==> config.mk <==
export PLATFORM = sky130hd
export DESIGN_NAME = rr_req_collector
export DESIGN_NICKNAME = d
export VERILOG_FILES = /design/src/rtl/rr_req_collector.sv
export SDC_FILE = /design/constraint.sdc
export NUM_CORES = 1
export LEC_CHECK = 0
export CORE_MARGIN = 2
export CORE_UTILIZATION = 53
export CTS_BUF_LIST = sky130_fd_sc_hd__clkbuf_2 sky130_fd_sc_hd__clkbuf_4 sky130_fd_sc_hd__clkbuf_8
export DETAILED_ROUTE_END_ITERATION = 7
export GPL_TIMING_DRIVEN = 0
export PLACE_DENSITY = 0.82
export SLEW_MARGIN = 15
export SYNTH_ARGS = -nofsm -noshare
export SYNTH_HDL_FRONTEND = slang
export SYNTH_SLANG_ARGS = --single-unit
==> constraint.sdc <==
create_clock -name clk_i -period 17.9 [get_ports clk_i]
set_input_delay 5.37 -clock clk_i [delete_from_list [all_inputs] [get_ports clk_i]]
set_output_delay 5.37 -clock clk_i [all_outputs]
set_load 0.03 [all_outputs]
==> src/rtl/rr_req_collector.sv <==
// Client-side front end for the round-robin arbiter: latches request pulses into a pending
// vector, retires granted requests with a done pulse and tracks wait/fairness statistics.
module rr_req_collector #(
  parameter int REQCNT     = 4,
  parameter int CNT_W      = 16,
  parameter int STARVE_LIM = 64
) (
  input  logic                      clk_i,
  input  logic                      rst_i,
  input  logic [REQCNT-1:0]         pulse_i,
  output logic [REQCNT-1:0]         req_o,
  output logic                      req_val_o,
  input  logic [$clog2(REQCNT)-1:0] req_num_i,
  output logic [REQCNT-1:0]         done_o,
  output logic [REQCNT-1:0]         ovf_o,
  output logic [REQCNT-1:0]         starve_o,
  output logic [CNT_W-1:0]          max_wait_o,
  input  logic                      clr_stats_i
);

  localparam int IDX_W = $clog2(REQCNT);

  logic [REQCNT-1:0] r_req;
  logic              r_req_val;
  logic [REQCNT-1:0] r_done;
  logic [REQCNT-1:0] r_ovf;
  logic [REQCNT-1:0] r_starve;
  logic [CNT_W-1:0]  r_max_wait;
  logic [CNT_W-1:0]  r_wait_cnt [REQCNT];

  logic              w_num_ok;
  logic [REQCNT-1:0] w_grant;
  logic [REQCNT-1:0] w_req_nxt;
  logic [REQCNT-1:0] w_ovf_set;
  logic [REQCNT-1:0] w_starve_set;
  logic [CNT_W-1:0]  w_max;

  // Grants naming an idle client or an index beyond REQCNT are ignored.
  always_comb begin
    w_num_ok     = (32'(req_num_i) < 32'(REQCNT));
    w_grant      = '0;
    w_starve_set = '0;
    w_max        = r_max_wait;
    for (int i = 0; i < REQCNT; i++) begin
      w_grant[i]      = r_req_val & w_num_ok & r_req[i] & (req_num_i == IDX_W'(i));
      w_starve_set[i] = (r_wait_cnt[i] >= CNT_W'(STARVE_LIM));
      if (r_wait_cnt[i] > w_max) begin
        w_max = r_wait_cnt[i];
      end
    end
    // A pulse coinciding with its own grant re-arms the client instead of overflowing.
    w_req_nxt = pulse_i | (r_req & ~w_grant);
    w_ovf_set = pulse_i & r_req & ~w_grant;
  end

  always_ff @(posedge clk_i) begin
    if (rst_i) begin
      r_req      <= '0;
      r_req_val  <= 1'b0;
      r_done     <= '0;
      r_ovf      <= '0;
      r_starve   <= '0;
      r_max_wait <= '0;
      for (int i = 0; i < REQCNT; i++) begin
        r_wait_cnt[i] <= '0;
      end
    end else begin
      r_req     <= w_req_nxt;
      r_req_val <= |w_req_nxt;
      r_done    <= w_grant;
      for (int i = 0; i < REQCNT; i++) begin
        if (!r_req[i] || w_grant[i]) begin
          r_wait_cnt[i] <= '0;
        end else if (r_wait_cnt[i] != '1) begin
          r_wait_cnt[i] <= r_wait_cnt[i] + 1'b1;
        end
      end
      if (clr_stats_i) begin
        r_ovf      <= '0;
        r_starve   <= '0;
        r_max_wait <= '0;
      end else begin
        r_ovf      <= r_ovf | w_ovf_set;
        r_starve   <= r_starve | w_starve_set;
        r_max_wait <= w_max;
      end
    end
  end

  assign req_o      = r_req;
  assign req_val_o  = r_req_val;
  assign done_o     = r_done;
  assign ovf_o      = r_ovf;
  assign starve_o   = r_starve;
  assign max_wait_o = r_max_wait;

endmodule

Yosys cells after proc, flatten, opt, wreduce, memory -nomap -nowiden --
Memories as Yosys holds them, arrays and structs flattened. Cells that the tools add are included.
Cells by class: order comparisons 8, multiplexer cells 42, bitwise gates (word level) 23, eq/ne operators 7, reductions and logical operators 11, add/subtract/negate cells 4
Operator list (count):
- $mux 16 | 12
- $add 16x1->16 const B | 4
- $ge 16x7->1 const B | 4
- $gt 16x16->1 | 4
- $ne 16x16->1 const B | 4
- $mux 1 | 30
- $and 4x4->4 | 3
- $or 4x4->4 | 3
- $and 1x1->1 | 8
- $or 1x1->1 | 8
- $eq 2x2->1 const B | 2
- $logic_not 1->1 | 4
- $logic_or 1x1->1 | 4
- $not 4->4 | 1
- $reduce_or 4->1 | 1
- $eq 2x1->1 const B | 1
- $logic_not 2->1 | 1
- $reduce_or 2->1 | 1
Word-level totals: register bits after elaboration 33, word-level logic and storage cells 102, memory bits (writable) 64, bits of input ports 9, memories kept 1
Memory list:
- r_wait_cnt | words 4, width 16, read ports 4, clocked after Yosys merged registers in 0, write ports 4, line 29 | logic [CNT_W-1:0] r_wait_cnt [REQCNT];

Logic depth before layout (Yosys ltp) --
An unclocked memory read counts as a cell.
word-level depth 9, mapped depth 45, mapped depth without buffers 40

Worst setup path before layout --
Ideal clock, no wire load.
path kind register -> register, from register r_max_wait[15] (netlist: max_wait_o[15]), to register r_max_wait[15] (netlist: max_wait_o[15]), setup time 0.074 ns, data required time 17.826 ns, slack 10.317 ns, clock period less this slack 7.583 ns, stages on the path, launching flop included 42, arrival 7.509 ns, path through dfxtp_1 inv_1 ha_1 nand4_2 nor4_2 a21boi_1 nand4b_1 nand2_2 buf_6 buf_2 mux2i_1 ha_1 and4_1 nand2_1 a21o_1 nor2_1 mux2i_2 a211oi_4 (+6 left out) a21oi_1 a2111o_1 o21ai_0 nand2_1 o21ai_0 a21o_4 buf_6 nand3_1 and2_1 ha_1 a21o_1 a21o_1 a21oi_1 o21ai_0 o21ai_0 clkbuf_1 o21ai_0 a31oi_1
On the way: cells in the longest elaborated chain, start to end 8
Ends and longest elaborated chain:
- from (decl) | line 28 | logic [CNT_W-1:0] r_max_wait;
- from (signal assigned) | line 85 | r_max_wait <= w_max;
- $gt 16x16->1 | line 47 | if (r_wait_cnt[i] > w_max) begin
- $mux 16 (*) | line 47
- $gt 16x16->1 | line 47
- $mux 16 (*) | line 47
- $gt 16x16->1 | line 47
- $mux 16 (*) | line 47
- $gt 16x16->1 | line 47
- $mux 16 (*) | line 47
Mark *: on every way between the ends. The rest lies on a longest branch, timed or not. A chain may end at the register's enable or synchronous reset.

==> flow_summary.toml <==
[run_status]
status = "completed"

[detailed_routing]
wl_met3_um = 1030
post_drt_wl_per_cell_um = 16.9
drcViolationCount = 0
wirelength_um = 16700
met2WireLength_um = 7820
wl_met1_um = 7350
vias = 5804
ant_nets = 0
drt_iter0_markers = 506
avgViaCountPerCell = 5.87
dr.pass1.iters = 5
highest_layer = "met4"

[floorplan]
rows = 41
fp.dieH_um = 119
io-pin-count = 42
die_width_um = 119
die_area_um2 = 14100
core-area_um2 = 12700
initial_core_util_pct = 54.8

[setup_path]
worstPathMaxFanout = 10
setup.worst_path.start_class = "flop"
crit_type = "reg -> reg"
crit_slowest_cell = "edfxtp_1"
r2r_end = "max_wait_o[1]"
cp.required_ns = 18.15
reg2reg_from = "r_wait_cnt[0][15]"
endpoint_kind = "flop"
cp.arrival_ns = 9.52
reg2reg_slack_ns = 8.62
r2r_cells = 41
critPathMaxStageDelay_ns = 0.51

[logic_synthesis]
syn_nets = 839
ys_ff_latch = 97
synthFlopType = "edfxtp_1"
syn_area_um2 = 6970
syn_area_per_cell_um2 = 9.17
synth_edf_count = 64
yosysWarnings = 0
syn_inst = 760
ys_types = 57
async_reset_ff_share_pct = 0
ys_seq_area_share_pct = 37.1

[placed_design]
port_buffers = 41
gp_congestion = 0.979
dp.cells = 973
placed_area_um2 = 7590
post-dp-hpwl_um = 13200
pre_cts_slack_ns = 8.84

[timing]
tns_ns = 0
finalHoldViolations = 0
slew_headroom_pct = 48.8
fmax_mhz = 108
skew_ns = 0.0125
period_needed_ns = 9.28
finalCritPeriodShare_pct = 51.8
rsz0062_at_grt = "no"
worstMarginPinSlew_ns = 0.769
finalSetupViolCount = 0
worst_slack_ns = 8.62
slew_viol_final = 0

[clock_tree]
holdBufCountCts = 0
clk_path_buf_depth = 2
cts.htree.levels = 3
cts_tree = "built"
post_cts_buffers = 0
clock_latency_ns = 0.39
path_clk_slew_ns = 0.11
cts_made_buffers = 9
cts_resized = 0
cts_root_buffer = "clkbuf_8"
numClockSinks = 97

[grt]
grt_pass1_wl_um = 27600
grt_pass1_vias = 5655
grt_overflow = 0
grt_use_total_pct = 24.7
grt_max_degree = 19
antenna_found_initial = 0

[cells_and_area]
final_cells = 989
finalCoreUtilization_pct = 61.1
finalInstanceArea_um2 = 7780
register_area_um2 = 2580
multi_input_area_um2 = 4010
final_layout_size_suffix_gt1_share_pct = 6.61
nNetsFinal = 891
fill_cells = 1120
syn2layout_area_growth_pct = 11.6
diodes = 0

[hold_path]
hold_depth = 2
holdPathEnd = "ovf_o[2]"
hp-class = "reg -> reg"
min_from = "ovf_o[2]"

[job]
max-cap-violations = 0

[pwr]
ir_worst_vdd_mv = 0.0708
p_per_area_nw_per_um2 = 111
p_leak_nw = 2.96
routing by layer:
| layer | GRT usage, % | up-vias |
|---|---|---|
| li1 | - | 2814 |
| met4 | 10.8 | 0 |
| met3 | 4.30 | 43 |
| met2 | 39.9 | 193 |
| met1 | 32.6 | 2754 |
| met5 | 0 | - |
final cells by class:
cell class,count,area share [%]
Clock inverter,7,0.788
Inverter,61,2.94
Timing Repair Buffer,41,5.28
Clock buffer,9,1.59
Sequential cell,97,33.2
Multi-Input combinational cell,578,51.6
Tap cell,172,2.77
Buffer,24,1.83
kinds of logic (layout without fill, tap and decap cells):
logic type                 after synthesis  count (layout)  share of synthesized area, %
muxes                                   32              32                          4.92
adders and majority gates               70              70                          12.6
xor gates and xnor gates                57              57                          7.17
AOI/OAI and AO/OA                      128             128                          12.3
and+or+nand+nor                        291             291                          20.7
DFF                                     97              97                          37.1
buffers and inverters                   85             142                          5.33
power breakdown:
group	internal (W)	leakage (nW)	total, W	switching (W)
sequential	0.000244	1.06	0.000250	0.00000606
combinational	0.000185	1.81	0.000477	0.000292
clock	0.0000534	0.0893	0.000140	0.0000864
total	0.000483	2.96	0.000867	0.000384
cells in the final DEF, fill, tap and decap left out, types with 27 or more instances in the layout:
master,count
mux2i_1,27
edfxtp_1,64
o21ai_0,38
xnor2_1,31
clkdlybuf4s50_1,41
nand3_1,49
nor2_1,102
dfxtp_1,33
inv_1,61
nand2_1,34
ha_1,70
flip-flops by register name (all words and copies together), names as in the netlist:
register,cells
r_wait_cnt,64
done_o,4
req_val_o,1
ovf_o,4
starve_o,4
req_o,4
max_wait_o,16
metrics by stage:
step	hold slack, ns	total power [W]
floorplan	0.538	0.000627
CTS	0.481	0.000862
finish	0.474	0.000867
global placement	0.454	0.000715
global route	0.505	0.000919
detailed placement	0.458	0.000723
worst max path at each step:
stage | from | to | slack, ns
2_1_floorplan | max_wait_o[15] | max_wait_o[15] | 10.32
6_report | r_wait_cnt[0][15] | max_wait_o[1] | 8.62
3_5_place_dp | r_wait_cnt[0][14] | max_wait_o[1] | 8.84
4_1_cts | r_wait_cnt[0][15] | max_wait_o[1] | 8.79
3_3_place_gp | r_wait_cnt[0][15] | max_wait_o[1] | 9.09
5_1_grt | r_wait_cnt[0][15] | max_wait_o[1] | 8.00
synthesized netlist by cell type (19+ instances only):
master,number,area share (%)
mux2i_1,27,3.9
edfxtp_1,64,28
a31oi_1,20,1.8
inv_1,61,3.3
dfxtp_1,33,9.5
xnor2_1,31,3.9
o21ai_0,38,2.7
nand3_1,49,3.5
a21oi_1,26,1.9
ha_1,70,13
nand2_1,34,1.8
nor2_1,102,5.5
xor2_1,26,3.3
nand4_1,19,1.7
critical path: cells and delay by family (launching register included):
kind	cells	cell delay, ns
buffers and inverters	6	1.25
AOI/OAI and AO/OA	15	3.47
adders and majority gates	4	1.25
and+or+nand+nor	14	2.02
DFF	1	0.51
muxes	2	0.62
(Power assumes the default switching activity.)
